File: src/rtl/multicycle_main_fsm_pkg.sv
// rtl/multicycle_main_fsm_pkg.sv - shared opcodes, state encoding and mux selects for the multicycle controller
package multicycle_main_fsm_pkg;

  localparam logic [6:0] OP_LW  = 7'b0000011;
  localparam logic [6:0] OP_SW  = 7'b0100011;
  localparam logic [6:0] OP_R   = 7'b0110011;
  localparam logic [6:0] OP_I   = 7'b0010011;
  localparam logic [6:0] OP_BEQ = 7'b1100011;
  localparam logic [6:0] OP_JAL = 7'b1101111;

  typedef enum logic [3:0] {
    FETCH    = 4'd0,
    DECODE   = 4'd1,
    MEMADR   = 4'd2,
    MEMREAD  = 4'd3,
    MEMWB    = 4'd4,
    MEMWRITE = 4'd5,
    EXECR    = 4'd6,
    EXECI    = 4'd7,
    ALUWB    = 4'd8,
    BEQ      = 4'd9,
    JAL      = 4'd10,
    TRAP     = 4'd11
  } mainStateT;

  localparam logic [1:0] RES_ALUOUT    = 2'b00;
  localparam logic [1:0] RES_DATA      = 2'b01;
  localparam logic [1:0] RES_ALURESULT = 2'b10;

  localparam logic [1:0] SRCA_PC    = 2'b00;
  localparam logic [1:0] SRCA_OLDPC = 2'b01;
  localparam logic [1:0] SRCA_RS1   = 2'b10;

  localparam logic [1:0] SRCB_RS2  = 2'b00;
  localparam logic [1:0] SRCB_IMM  = 2'b01;
  localparam logic [1:0] SRCB_FOUR = 2'b10;

  localparam logic [1:0] ALUOP_ADD   = 2'b00;
  localparam logic [1:0] ALUOP_SUB   = 2'b01;
  localparam logic [1:0] ALUOP_FUNCT = 2'b10;

  localparam logic [1:0] IMM_I = 2'b00;
  localparam logic [1:0] IMM_S = 2'b01;
  localparam logic [1:0] IMM_B = 2'b10;
  localparam logic [1:0] IMM_J = 2'b11;

endpackage

File: src/rtl/multicycle_main_fsm_imm_src_decode.sv
// rtl/multicycle_main_fsm_imm_src_decode.sv - combinational opcode to immediate-format select
module multicycle_main_fsm_imm_src_decode
  import multicycle_main_fsm_pkg::*;
#(
  parameter int OP_W = 7
) (
  input  logic [OP_W-1:0] op,
  output logic [1:0]      immSrc
);

  // Loads, ALU-immediate and R-type all fall back to the I format.
  always_comb begin
    immSrc = IMM_I;
    if (op == OP_W'(OP_SW))       immSrc = IMM_S;
    else if (op == OP_W'(OP_BEQ)) immSrc = IMM_B;
    else if (op == OP_W'(OP_JAL)) immSrc = IMM_J;
  end

endmodule

File: src/rtl/multicycle_main_fsm.sv
// rtl/multicycle_main_fsm.sv - multicycle RV32I main controller state machine
module multicycle_main_fsm
  import multicycle_main_fsm_pkg::*;
#(
  parameter int OP_W     = 7,
  parameter int HAS_JAL  = 1,
  parameter int MEM_WAIT = 1,
  parameter int STATE_W  = 4
) (
  input  logic               clk,
  input  logic               rst_n,
  input  logic [OP_W-1:0]    op,
  input  logic               zero,
  input  logic               memReady,
  output logic               pcWrite,
  output logic               adrSrc,
  output logic               memWrite,
  output logic               irWrite,
  output logic [1:0]         resultSrc,
  output logic [1:0]         aluSrcA,
  output logic [1:0]         aluSrcB,
  output logic [1:0]         aluOp,
  output logic               regWrite,
  output logic [1:0]         immSrc,
  output logic               illegalOp,
  output logic [STATE_W-1:0] stateOut
);

  localparam logic [OP_W-1:0] opLw  = OP_W'(OP_LW);
  localparam logic [OP_W-1:0] opSw  = OP_W'(OP_SW);
  localparam logic [OP_W-1:0] opR   = OP_W'(OP_R);
  localparam logic [OP_W-1:0] opI   = OP_W'(OP_I);
  localparam logic [OP_W-1:0] opBeq = OP_W'(OP_BEQ);
  localparam logic [OP_W-1:0] opJal = OP_W'(OP_JAL);

  mainStateT state, nextState;
  logic      rdy;
  logic      pcUpdate, branch, memWriteRaw, irWriteRaw, regWriteRaw;

  assign rdy = (MEM_WAIT != 0) ? memReady : 1'b1;

  always_ff @(posedge clk or negedge rst_n) begin
    if (!rst_n) begin
      state     <= FETCH;
      illegalOp <= 1'b0;
    end else begin
      state <= nextState;
      if (nextState == TRAP) illegalOp <= 1'b1;
    end
  end

  always_comb begin
    nextState = state;
    case (state)
      FETCH:    if (rdy) nextState = DECODE;
      DECODE: begin
        if (op == opLw || op == opSw)         nextState = MEMADR;
        else if (op == opR)                   nextState = EXECR;
        else if (op == opI)                   nextState = EXECI;
        else if (op == opBeq)                 nextState = BEQ;
        else if (HAS_JAL != 0 && op == opJal) nextState = JAL;
        else                                  nextState = TRAP;
      end
      MEMADR:   nextState = (op == opSw) ? MEMWRITE : MEMREAD;
      MEMREAD:  if (rdy) nextState = MEMWB;
      MEMWB:    nextState = FETCH;
      MEMWRITE: if (rdy) nextState = FETCH;
      EXECR:    nextState = ALUWB;
      EXECI:    nextState = ALUWB;
      ALUWB:    nextState = FETCH;
      BEQ:      nextState = FETCH;
      JAL:      nextState = ALUWB;
      TRAP:     nextState = TRAP;
      default:  nextState = TRAP;
    endcase
  end

  always_comb begin
    pcUpdate    = 1'b0;
    branch      = 1'b0;
    memWriteRaw = 1'b0;
    irWriteRaw  = 1'b0;
    regWriteRaw = 1'b0;
    adrSrc      = 1'b0;
    resultSrc   = RES_ALUOUT;
    aluSrcA     = SRCA_PC;
    aluSrcB     = SRCB_RS2;
    aluOp       = ALUOP_ADD;
    case (state)
      FETCH: begin
        aluSrcB    = SRCB_FOUR;
        resultSrc  = RES_ALURESULT;
        irWriteRaw = rdy;
        pcUpdate   = rdy;
      end
      DECODE: begin
        aluSrcA = SRCA_OLDPC;
        aluSrcB = SRCB_IMM;
      end
      MEMADR: begin
        aluSrcA = SRCA_RS1;
        aluSrcB = SRCB_IMM;
      end
      MEMREAD:  adrSrc = 1'b1;
      MEMWB: begin
        resultSrc   = RES_DATA;
        regWriteRaw = 1'b1;
      end
      MEMWRITE: begin
        adrSrc      = 1'b1;
        memWriteRaw = rdy;
      end
      EXECR: begin
        aluSrcA = SRCA_RS1;
        aluOp   = ALUOP_FUNCT;
      end
      EXECI: begin
        aluSrcA = SRCA_RS1;
        aluSrcB = SRCB_IMM;
        aluOp   = ALUOP_FUNCT;
      end
      ALUWB:    regWriteRaw = 1'b1;
      BEQ: begin
        aluSrcA = SRCA_RS1;
        aluOp   = ALUOP_SUB;
        branch  = 1'b1;
      end
      JAL: begin
        aluSrcA  = SRCA_OLDPC;
        aluSrcB  = SRCB_FOUR;
        pcUpdate = 1'b1;
      end
      default: ;
    endcase
  end

  // FETCH is the reset state and may see memReady high, so gate enables on rst_n too.
  assign pcWrite  = rst_n & (pcUpdate | (branch & zero));
  assign memWrite = rst_n & memWriteRaw;
  assign irWrite  = rst_n & irWriteRaw;
  assign regWrite = rst_n & regWriteRaw;
  assign stateOut = STATE_W'(state);

  multicycle_main_fsm_imm_src_decode #(.OP_W(OP_W)) uImmSrc (
    .op     (op),
    .immSrc (immSrc)
  );

endmodule

File: config.mk
export PLATFORM = sky130hd
export DESIGN_NAME = multicycle_main_fsm
export DESIGN_NICKNAME = d
export VERILOG_FILES = /design/src/rtl/multicycle_main_fsm_pkg.sv /design/src/rtl/multicycle_main_fsm_imm_src_decode.sv /design/src/rtl/multicycle_main_fsm.sv
export SDC_FILE = /design/constraint.sdc
export NUM_CORES = 1
export LEC_CHECK = 0
export CAP_MARGIN = 10
export CORE_MARGIN = 2
export CORE_UTILIZATION = 34
export CTS_CLUSTER_DIAMETER = 120
export DETAILED_ROUTE_END_ITERATION = 8
export GPL_ROUTABILITY_DRIVEN = 0
export GPL_TIMING_DRIVEN = 0
export PLACE_DENSITY = 0.75
export SYNTH_ARGS = -nofsm -noshare
export SYNTH_HDL_FRONTEND = slang
export SYNTH_HIERARCHICAL = 1
export SYNTH_SLANG_ARGS = --single-unit
export TNS_END_PERCENT = 10
File: constraint.sdc
create_clock -name clk -period 1.1 [get_ports clk]
set_input_delay 0.22 -clock clk [delete_from_list [all_inputs] [get_ports clk]]
set_output_delay 0.22 -clock clk [all_outputs]
set_load 0.05 [all_outputs]
# --- After elaboration in Yosys (flattened, before gate mapping) ---
# Cells that the tools add are included.
op_classes:
  addsub: 0
  multipliers: 0
  n_div: 0
  magnitude_cmp: 0
  n_eq_ne: 17
  shift: 0
  mux: 23
  n_bitwise: 6
  n_reduce_logical: 11
op_table:
  columns: ["op", "n"]
  rows:
  - ["4-bit one-hot mux with 7 select lines", 1]
  - ["4-bit two-way mux", 6]
  - ["4-bit by 3-bit equality test with 1-bit output, second input constant", 4]
  - ["4-bit equality test, second input constant", 4]
  - ["2-bit one-hot mux with 2 select lines", 4]
  - ["7-bit by 6-bit equality test with 1-bit output, second input constant", 2]
  - ["7-bit equality test, second input constant", 2]
  - ["2-bit OR reduction", 5]
  - ["3-bit OR reduction", 3]
  - ["4-bit by 2-bit equality test with 1-bit output, second input constant", 2]
  - ["2-bit two-way mux", 4]
  - ["7-bit by 2-bit equality test with 1-bit output, second input constant", 1]
  - ["7-bit by 5-bit equality test with 1-bit output, second input constant", 1]
  - ["1-bit two-way mux", 6]
  - ["1-bit bitwise AND", 5]
  - ["4-bit by 1-bit equality test with 1-bit output, second input constant", 1]
  - ["4-bit logical NOT", 1]
  - ["4-bit OR reduction", 1]
  - ["3-bit two-way mux", 1]
  - ["1-bit one-hot mux with 2 select lines", 1]
  - ["1-bit logical OR", 1]
  - ["1-bit bitwise OR", 1]
totals:
  register_bits: 5
  latchBits: 0
  ram_bits: 0
  rom_bits: 0
  in_bits: 11
  out_inout_bits: 20
  memories: 0

# --- Depth between registers and ports, before layout ---
# Gate-level depths: netlist of the first run.
depth:
  word_depth: 8
  mapped_depth: 5

# --- Cells and area by module ---
# Netlist of the first run, hierarchy kept.
by_module_without_submodules:
  columns: ["module", "instances", "cells_each", "area_each_um2", "seq_area_each_um2"]
  rows:
  - ["multicycle_main_fsm", 1, 76, 550.5, 125.1]
  - ["multicycle_main_fsm_imm_src_decode", 1, 6, 41.3, 0.0]

# --- Least setup slack after synthesis of the first run ---
# OpenSTA, ideal clock, no wires.
synth_timing:
  kind: "flip-flop to output port"
  from: "reg state[1], in the netlist stateOut[1]"
  to: "out irWrite"
  t_arrival_ns: 3.108
  t_required_ns: 0.880
  path_slack_ns: -2.228
  path_stages_with_launch: 4
  path_buffers: 1
  path_cell_list: "dfrtp_1 -> buf_2 -> nor4_1 -> and3_1"
synth_via:
  elab_chain_cells: 3
synth_lines:
  columns: ["element", "line", "source"]
  rows:
  - ["from (decl)", "multicycle_main_fsm.sv:36", "mainStateT state, nextState;"]
  - ["from (signal assigned)", "multicycle_main_fsm.sv:47", "state <= nextState;"]
  - ["4-bit logical NOT", "multicycle_main_fsm.sv:89", "case (state)"]
  - ["1-bit two-way mux", "multicycle_main_fsm.sv:89", null]
  - ["1-bit bitwise AND", "multicycle_main_fsm.sv:140", "assign irWrite = rst_n & irWriteRaw;"]
  - ["to (decl)", "multicycle_main_fsm.sv:18", "output logic irWrite,"]
# No other way between the ends.

# --- Worst setup path in the final report of the first run ---
layout_timing:
  from: "reg state[3], in the netlist stateOut[3]"
  to: "out pcWrite"
layout_via:
  elab_chain_cells: 5
layout_lines:
  columns: ["element", "line", "source"]
  rows:
  - ["4-bit equality test", "multicycle_main_fsm.sv:89", null]
  - ["1-bit two-way mux", "multicycle_main_fsm.sv:89", null]
  - ["1-bit bitwise AND", "multicycle_main_fsm.sv:138", "assign pcWrite = rst_n & (pcUpdate | (branch & zero));"]
  - ["1-bit bitwise OR *", "multicycle_main_fsm.sv:138", null]
  - ["1-bit bitwise AND *", "multicycle_main_fsm.sv:138", null]
  - ["to (decl)", "multicycle_main_fsm.sv:15", "output logic pcWrite,"]
# Every way passes the cells marked *; elsewhere a longest branch is shown, timed or not.

==> results of run 1 <==
area by class of cell:
type	count	area [um^2]	area share [%]
flip-flops and latches	5	130	11.2
well taps	17	21.3	1.83
multi-input cells	69	532	45.7
clock buffers	4	26.3	2.26
repair buffers	41	393	33.8
inverters	4	15.0	1.29
plain buffers	4	45.0	3.88
sequential cells by signal, indices dropped and copies added (netlist names):
signal	cells
illegalOp	1
stateOut	4
cell families (layout without fill, tap and decap cells):
family                    Yosys count  count (layout)
and+or+nand+nor                    41              41
DFF                                 5               5
buffers and inverters               8              53
AOI/OAI and AO/OA                  24              24
xor gates and xnor gates            4               4
power by group through the flow:
| stage | combinational [uW] | clock, uW | sequential, uW |
|---|---|---|---|
| finish | 3320 | 214 | 425 |
| global route | 3490 | 233 | 435 |
| CTS | 2970 | 219 | 398 |
| detailed placement | 2770 | 0 | 412 |
| global placement | 2740 | 0 | 412 |
| floorplan | 1760 | 0 | 662 |
per-layer routing:
| metal | global-route usage, % | routed length (um) | up-vias |
|---|---|---|---|
| met5 | 0 | 0 | - |
| met4 | 5.14 | 14 | 0 |
| met3 | 3.57 | 101 | 2 |
| met2 | 34.6 | 1090 | 38 |
| met1 | 20.5 | 788 | 369 |
| li1 | - | - | 384 |
metrics by stage:
stage	util (%)	cell area [um^2]	std cells	power (uW)	hold WS [ns]
5_1_grt	68.8	1160	144	4160	0.343
4_1_cts	63.1	1070	138	3590	0.469
6_report	68.8	1160	144	3960	0.331
2_1_floorplan	-	653	82	2420	-0.0756
3_5_place_dp	57.7	975	129	3180	0.459
3_3_place_gp	57.7	975	129	3150	0.452
worst max-delay path: stages, from the launching register on:
cell and delay [ns]:
dfrtp_2 0.44, buf_8 0.15, a31oi_1 0.24, o21ai_2 0.09, and3_1 0.16, buf_6 0.15
cells in the final DEF (no fill, tap or decap), types with 2 or more instances in the layout:
master / instances
buf_6: 14
buf_4: 13
a21oi_1: 8
nor2_1: 7
dlygate4sd2_1: 7
nand2_1: 5
nor3_2: 5
dfrtp_2: 4
inv_1: 3
clkbuf_4: 3
buf_8: 2
nand2b_1: 2
nor2_2: 2
a21o_1: 2
nand2b_4: 2
xnor2_1: 2
xor2_1: 2
nor2_4: 2
a22oi_1: 2
nand3_1: 2
or3_1: 2
o21ai_0: 2
and3_1: 2
nor3b_2: 2
buf_2: 2
dlymetal6s2s_1: 2
timing repair:
item	4_1_cts	5_1_grt
gates resized for setup	134	23
endpoints found under the hold margin	5	0
setup buffers	4	5
pin swaps	4	5
hold buffers	1	0
cloned	0	1
endpoints found under the setup margin	25	25
worst max path at each step:
stage	end	cells past startpoint
2_1_floorplan	irWrite	3
3_3_place_gp	pcWrite	6
3_5_place_dp	pcWrite	6
4_1_cts	irWrite	4
5_1_grt	pcWrite	5
6_report	pcWrite	5
==> metrics.txt, run 1 <==
CTS H-tree depth=1; number of remaining DRC errors=0; number of global-route vias before repair=685; CTS tree=built; post-synthesis simple-gate area fraction=38.3%; vias per inst=5.51; Async S/R FF share, synth=100%; share of layout cells above drive strength 1=51.2%; Hold WC Path Type=input port to register; critical path launch point type=register; Port Buf Inserts=30; critical setup path kind=register to output port; Worst Max-Slew Pin Slew=0.489 ns; Sw Share=56.2%; unrepaired setup endpoints after global routing=true; total negative setup slack=-8.81 ns; xor/xnor share of the synthesized area=5.92%; Routed WL per cell=13.8 um; Die W=45.7 um; Die Y-Extent=45.7 um; Reg2Reg Depth=5; Worst EP required=0.88 ns; cell leakage power=0.000524 uW; Post-synth EDFFs=0; FF+latch count, synth=5; Rows=15; clock group share of total power=5.4%; ANT nets after route=0; ys flop type=dfrtp_1; post-synthesis sequential area ratio=21.1%; max-slew violations=0; Clk pin slew, worst setup/hold paths=0.05 ns; Die ar.=0.00209 mm^2; Max Freq=589 MHz; drt first-iter violations=15; largest area contributor in the netlist=dfrtp_1; drt first pass iters=4; core area=0.00169 mm^2; Compound-Gate Fraction of Synth Area=28.8%; Area Overhead vs Synth=96.4%; Combinational Power Share=83.9%; NumNets Final=139; TritonCTS Sinks=5; worst flop-to-flop path endpoint=illegalOp$_DFFE_PN0N_; Power Density=3410 mW/mm^2; status=finished with violations; Yosys cell types=32; Setup Skew=0.00517 ns; Initial Util=35.0%; Reg power frac=10.7%; Final Hold Fails=0; CP max FO=10; synthesized area=592 um^2; combinational family with the most area after synthesis=simple AND/OR/NAND/NOR gates; largest cells by area after synthesis=dfrtp_1 (21%), a21oi_1 (7.6%), nor2_1 (7.0%), o311ai_4 (4.4%), nand2b_1 (4.2%); Power Internal=1740 uW; # diodes=0; largest net degree at the start of global routing=11; GRT Total Usage=18.4%; Final WS setup=-0.599 ns; # Max-Cap Violations=0; Synth top cells by count=nor2_1 (11), a21oi_1 (9), nand2_1 (6); Overflow after GRT=0; Final min period=1.70 ns; pre-CTS setup slack=-1.38 ns; Adder-Cell Fraction of Synth Area=0%; layout filler cell count=159; CTS Root Cell=clkbuf_4; relative slew slack=67.5%; Vias=793; Worst VDD drop=1.53 mV; R2R Path Start=stateOut[1]$_DFF_PN0_; Min-Delay Startpoint=op[3]; Mapped Nets=93; YS warnings=6; first-pass GRT wire length=2830 um; Critical Path AT=1.48 ns; Critical Path Source=stateOut[3]$_DFF_PN0_; failing checks=negative setup slack; CTS Buf Count=3; initial antenna violation count=0; mux contribution to synthesized area=0%; # IOs=31; P_sw=2230 uW; final setup vio count=24; DRT Wirelength=1990 um; Synth Instances=82; Worst Hold Path Cells=3; Hold Path End=stateOut[1]$_DFF_PN0_; crit end category=output port; top-count cell post-synth=nor2_1; syn_area_per_cell=7.22 um^2; dpl hpwl=1270 um; Max clock buf depth=2; R2R setup slack=-0.38 ns; clk_lat worst skew=0.24 ns; Yosys top cell area share=21.1%; Tcrit/Tclk final=154%
No activity file was read; power rests on OpenSTA's default activity.
==> run 2: changes to the inputs <==
Settings changed: ABC_AREA set to 0, CTS_CLUSTER_SIZE set to 24.
==> results of run 2 <==
Final layout, timing and power as in run 1 (identical DEF).
==> run 3: changes to the inputs <==
Settings changed: CORE_UTILIZATION 34 to 36, CTS_BUF_LIST set to sky130_fd_sc_hd__clkbuf_8, GPL_TIMING_DRIVEN 0 to not set, PLACE_DENSITY 0.75 to 0.78.
==> metrics.txt, run 3 <==
Async S/R FF share, synth=100%; CTS resizes=54; CTS Buf Count=3; Stopped at=4_1_cts; ys flop type=dfrtp_1; YS warnings=6; hold buffer count at CTS=0; Die Y-Extent=44.5 um; Port Buf Inserts=30; Rows=14; FF+latch count, synth=5; Die W=44.5 um; Synth Instances=82; Yosys cell types=32; TritonCTS Sinks=5; top-count cell post-synth=nor2_1; Yosys top cell area share=21.1%; dpl cell area=0.00135 mm^2; post-synthesis sequential area ratio=21.1%; largest cells by area after synthesis=dfrtp_1 (21%), a21oi_1 (7.6%), nor2_1 (7.0%), o311ai_4 (4.4%), nand2b_1 (4.2%); Setup Buffers After CTS=4; dpl hpwl=1700 um; status=aborted with a tool error; tool error=[ERROR DPL-0033] detailed placement checks failed during check placement.; CTS Root Cell=clkbuf_8; largest area contributor in the netlist=dfrtp_1; Synth top cells by count=nor2_1 (11), a21oi_1 (9), nand2_1 (6); Max clock buf depth=2; CTS H-tree depth=1; # IOs=31; syn_area_per_cell=7.22 um^2; Initial Util=38.8%; Post-synth EDFFs=0; synthesized area=592 um^2; Mapped Nets=93
run 3: cell families after synthesis:
logic type | Yosys count | synth area share, %
AND/OR/NAND/NOR | 41 | 38.3
AO/OA/AOI/OAI | 24 | 28.8
flip-flops | 5 | 21.1
buffers and inverters | 8 | 5.92
XOR/XNOR | 4 | 5.92
run 3: through the flow:
step	instances	utilization [%]	hold WS, ns	setup TNS [ns]	setup WS, ns
after detailed placement	150	88.5	0.536	-7.57	-0.687
after floorplan	82	-	-0.0756	-11.25	-0.960
after global placement	150	88.5	0.518	-7.00	-0.610
==> run 4: changes to the inputs <==
Settings changed: CORE_AREA set to 2 2 63 65, CORE_MARGIN 2 to not set, CORE_UTILIZATION 36 to not set, CTS_BUF_LIST sky130_fd_sc_hd__clkbuf_8 to not set, CTS_CLUSTER_DIAMETER 120 to not set, CTS_CLUSTER_SIZE 24 to not set, DIE_AREA set to 0 0 65 67, PLACE_DENSITY 0.78 to not set, PLACE_DENSITY_LB_ADDON set to 0.15.
Clock period 1.1 ns to 1.4 ns, I/O delays scaled along.
==> metrics.txt, run 4 (same netlist as run 1, synthesis figures left out) <==
final std cells w/o fill=194; CP max FO=4; Port Buf Inserts=30; CTS tree=built; Worst VDD drop=0.580 mV; max reg flops=4; Final Hold Fails=0; Routed WL per cell=11.3 um; total negative setup slack=-2.81 ns; Reg power frac=8.9%; most frequent cells in the layout=buf_4 (30), buf_12 (20), a21oi_1 (6), buf_2 (6); CP cell instances=buf_6, nor4_4, and3_4, buf_12; clk_lat worst skew=0.22 ns; multi-input logic area=544 um^2; Tcrit/Tclk final=120%; Worst EP required=1.12 ns; CTS Buf Count=3; Final min period=1.68 ns; most common cell after layout, fill and taps aside=buf_4; critical setup path kind=register to output port; GRT Total Usage=10.3%; register area=130 um^2; Critical Path AT=1.40 ns; CTS Root Cell=clkbuf_8; NumNets Final=158; Die W=65 um; core area=0.00361 mm^2; Sw Share=48.0%; TritonCTS Sinks=5; Initial Util=16.4%; Die ar.=0.00436 mm^2; Overflow after GRT=0; CP max stage delay=0.42 ns; cell leakage power=0.000638 uW; Max clock buf depth=2; initial antenna violation count=0; Final WS setup=-0.280 ns; largest net degree at the start of global routing=11; number of global-route vias before repair=817; vias per inst=4.11; Combinational Power Share=84.5%; first-pass GRT wire length=3580 um; drt first pass iters=3; Vias=797; share of layout cells above drive strength 1=65.1%; Hold WC Path Type=input port to register; total power=3920 uW; Clk pin slew, worst setup/hold paths=0.04 ns; Worst Max-Slew Pin Slew=0.266 ns; crit end category=output port; Setup Skew=0.00155 ns; Rows=22; # IOs=31; CTS H-tree depth=1; final setup vio count=15; number of remaining DRC errors=0; Die Y-Extent=67 um; dpl hpwl=1820 um; Top delay family on crit path=simple AND/OR/NAND/NOR gates; layout filler cell count=367; failing checks=negative setup slack; clock group share of total power=6.7%; unrepaired setup endpoints after global routing=true; drt first-iter violations=14; max-slew violations=0; relative slew slack=82.1%; # Max-Cap Violations=0; # diodes=0; DRT Wirelength=2190 um; WP buf/inv=2; status=finished with violations; Hold WS=0.465 ns; pre-CTS setup slack=-0.474 ns; placed insts=187; slowest CP cell=dfrtp_2; Power Internal=2040 uW; Area Overhead vs Synth=159%; Power Density=2550 mW/mm^2; hold buffer count at CTS=0; P_sw=1880 uW; critical path launch point type=register; Max Freq=595 MHz; ANT nets after route=0
[run 4: area by class of cell]
| type | count | share of cell area [%] |
|---|---|---|
| inverters | 4 | 0.978 |
| well taps | 48 | 3.91 |
| multi-input cells | 69 | 35.5 |
| repair buffers | 64 | 48.2 |
| clock buffers | 4 | 2.93 |
| flip-flops and latches | 5 | 8.48 |
[run 4: what timing repair did]
item	CTS	global route
setup endpoints to repair	19	18
gates cloned	0	0
pin swaps	12	4
resized for setup	44	9
buffers inserted	3	0
[run 4: worst min-delay path: stages]
cell      delay [ns]
buf_4           0.10
buf_4           0.10
o31ai_1         0.08
o211ai_2        0.08
[run 4: stage by stage]
stage,cell area (um^2),util (%)
floorplan,653,-
global placement,1410,39.2
detailed placement,1410,39.2
CTS,1510,41.9
global route,1540,42.6
finish,1540,42.6
[run 4: path summary, 6_finish.rpt]
check                      cells past startpoint             startpoint  slack, ns               endpoint
min reg2reg                                    1  illegalOp$_DFFE_PN0N_       0.54  illegalOp$_DFFE_PN0N_
min                                            4                  op[3]       0.46  stateOut[1]$_DFF_PN0_
max reg2reg                                    6  stateOut[2]$_DFF_PN0_       0.01  illegalOp$_DFFE_PN0N_
max                                            4  stateOut[1]$_DFF_PN0_      -0.28                irWrite
min in group asynchronous                      2                  rst_n       0.48  stateOut[2]$_DFF_PN0_
max in group asynchronous                      2                  rst_n       0.80  stateOut[0]$_DFF_PN0_
[run 4: power groups by stage]
stage               clock (uW)  sequential (uW)  combinational (uW)
finish                     262              348                3310
CTS                        270              347                3270
floorplan                    0              520                1380
detailed placement           0              338                3080
global route               279              361                3490
global placement             0              338                3060
[run 4: routing by layer]
layer | track usage [%] | wire [um] | vias up
met5 | 0 | 0 | -
met4 | 2.39 | 0 | 0
met3 | 1.69 | 122 | 0
met2 | 20.6 | 1200 | 24
met1 | 11.2 | 865 | 349
li1 | - | - | 424
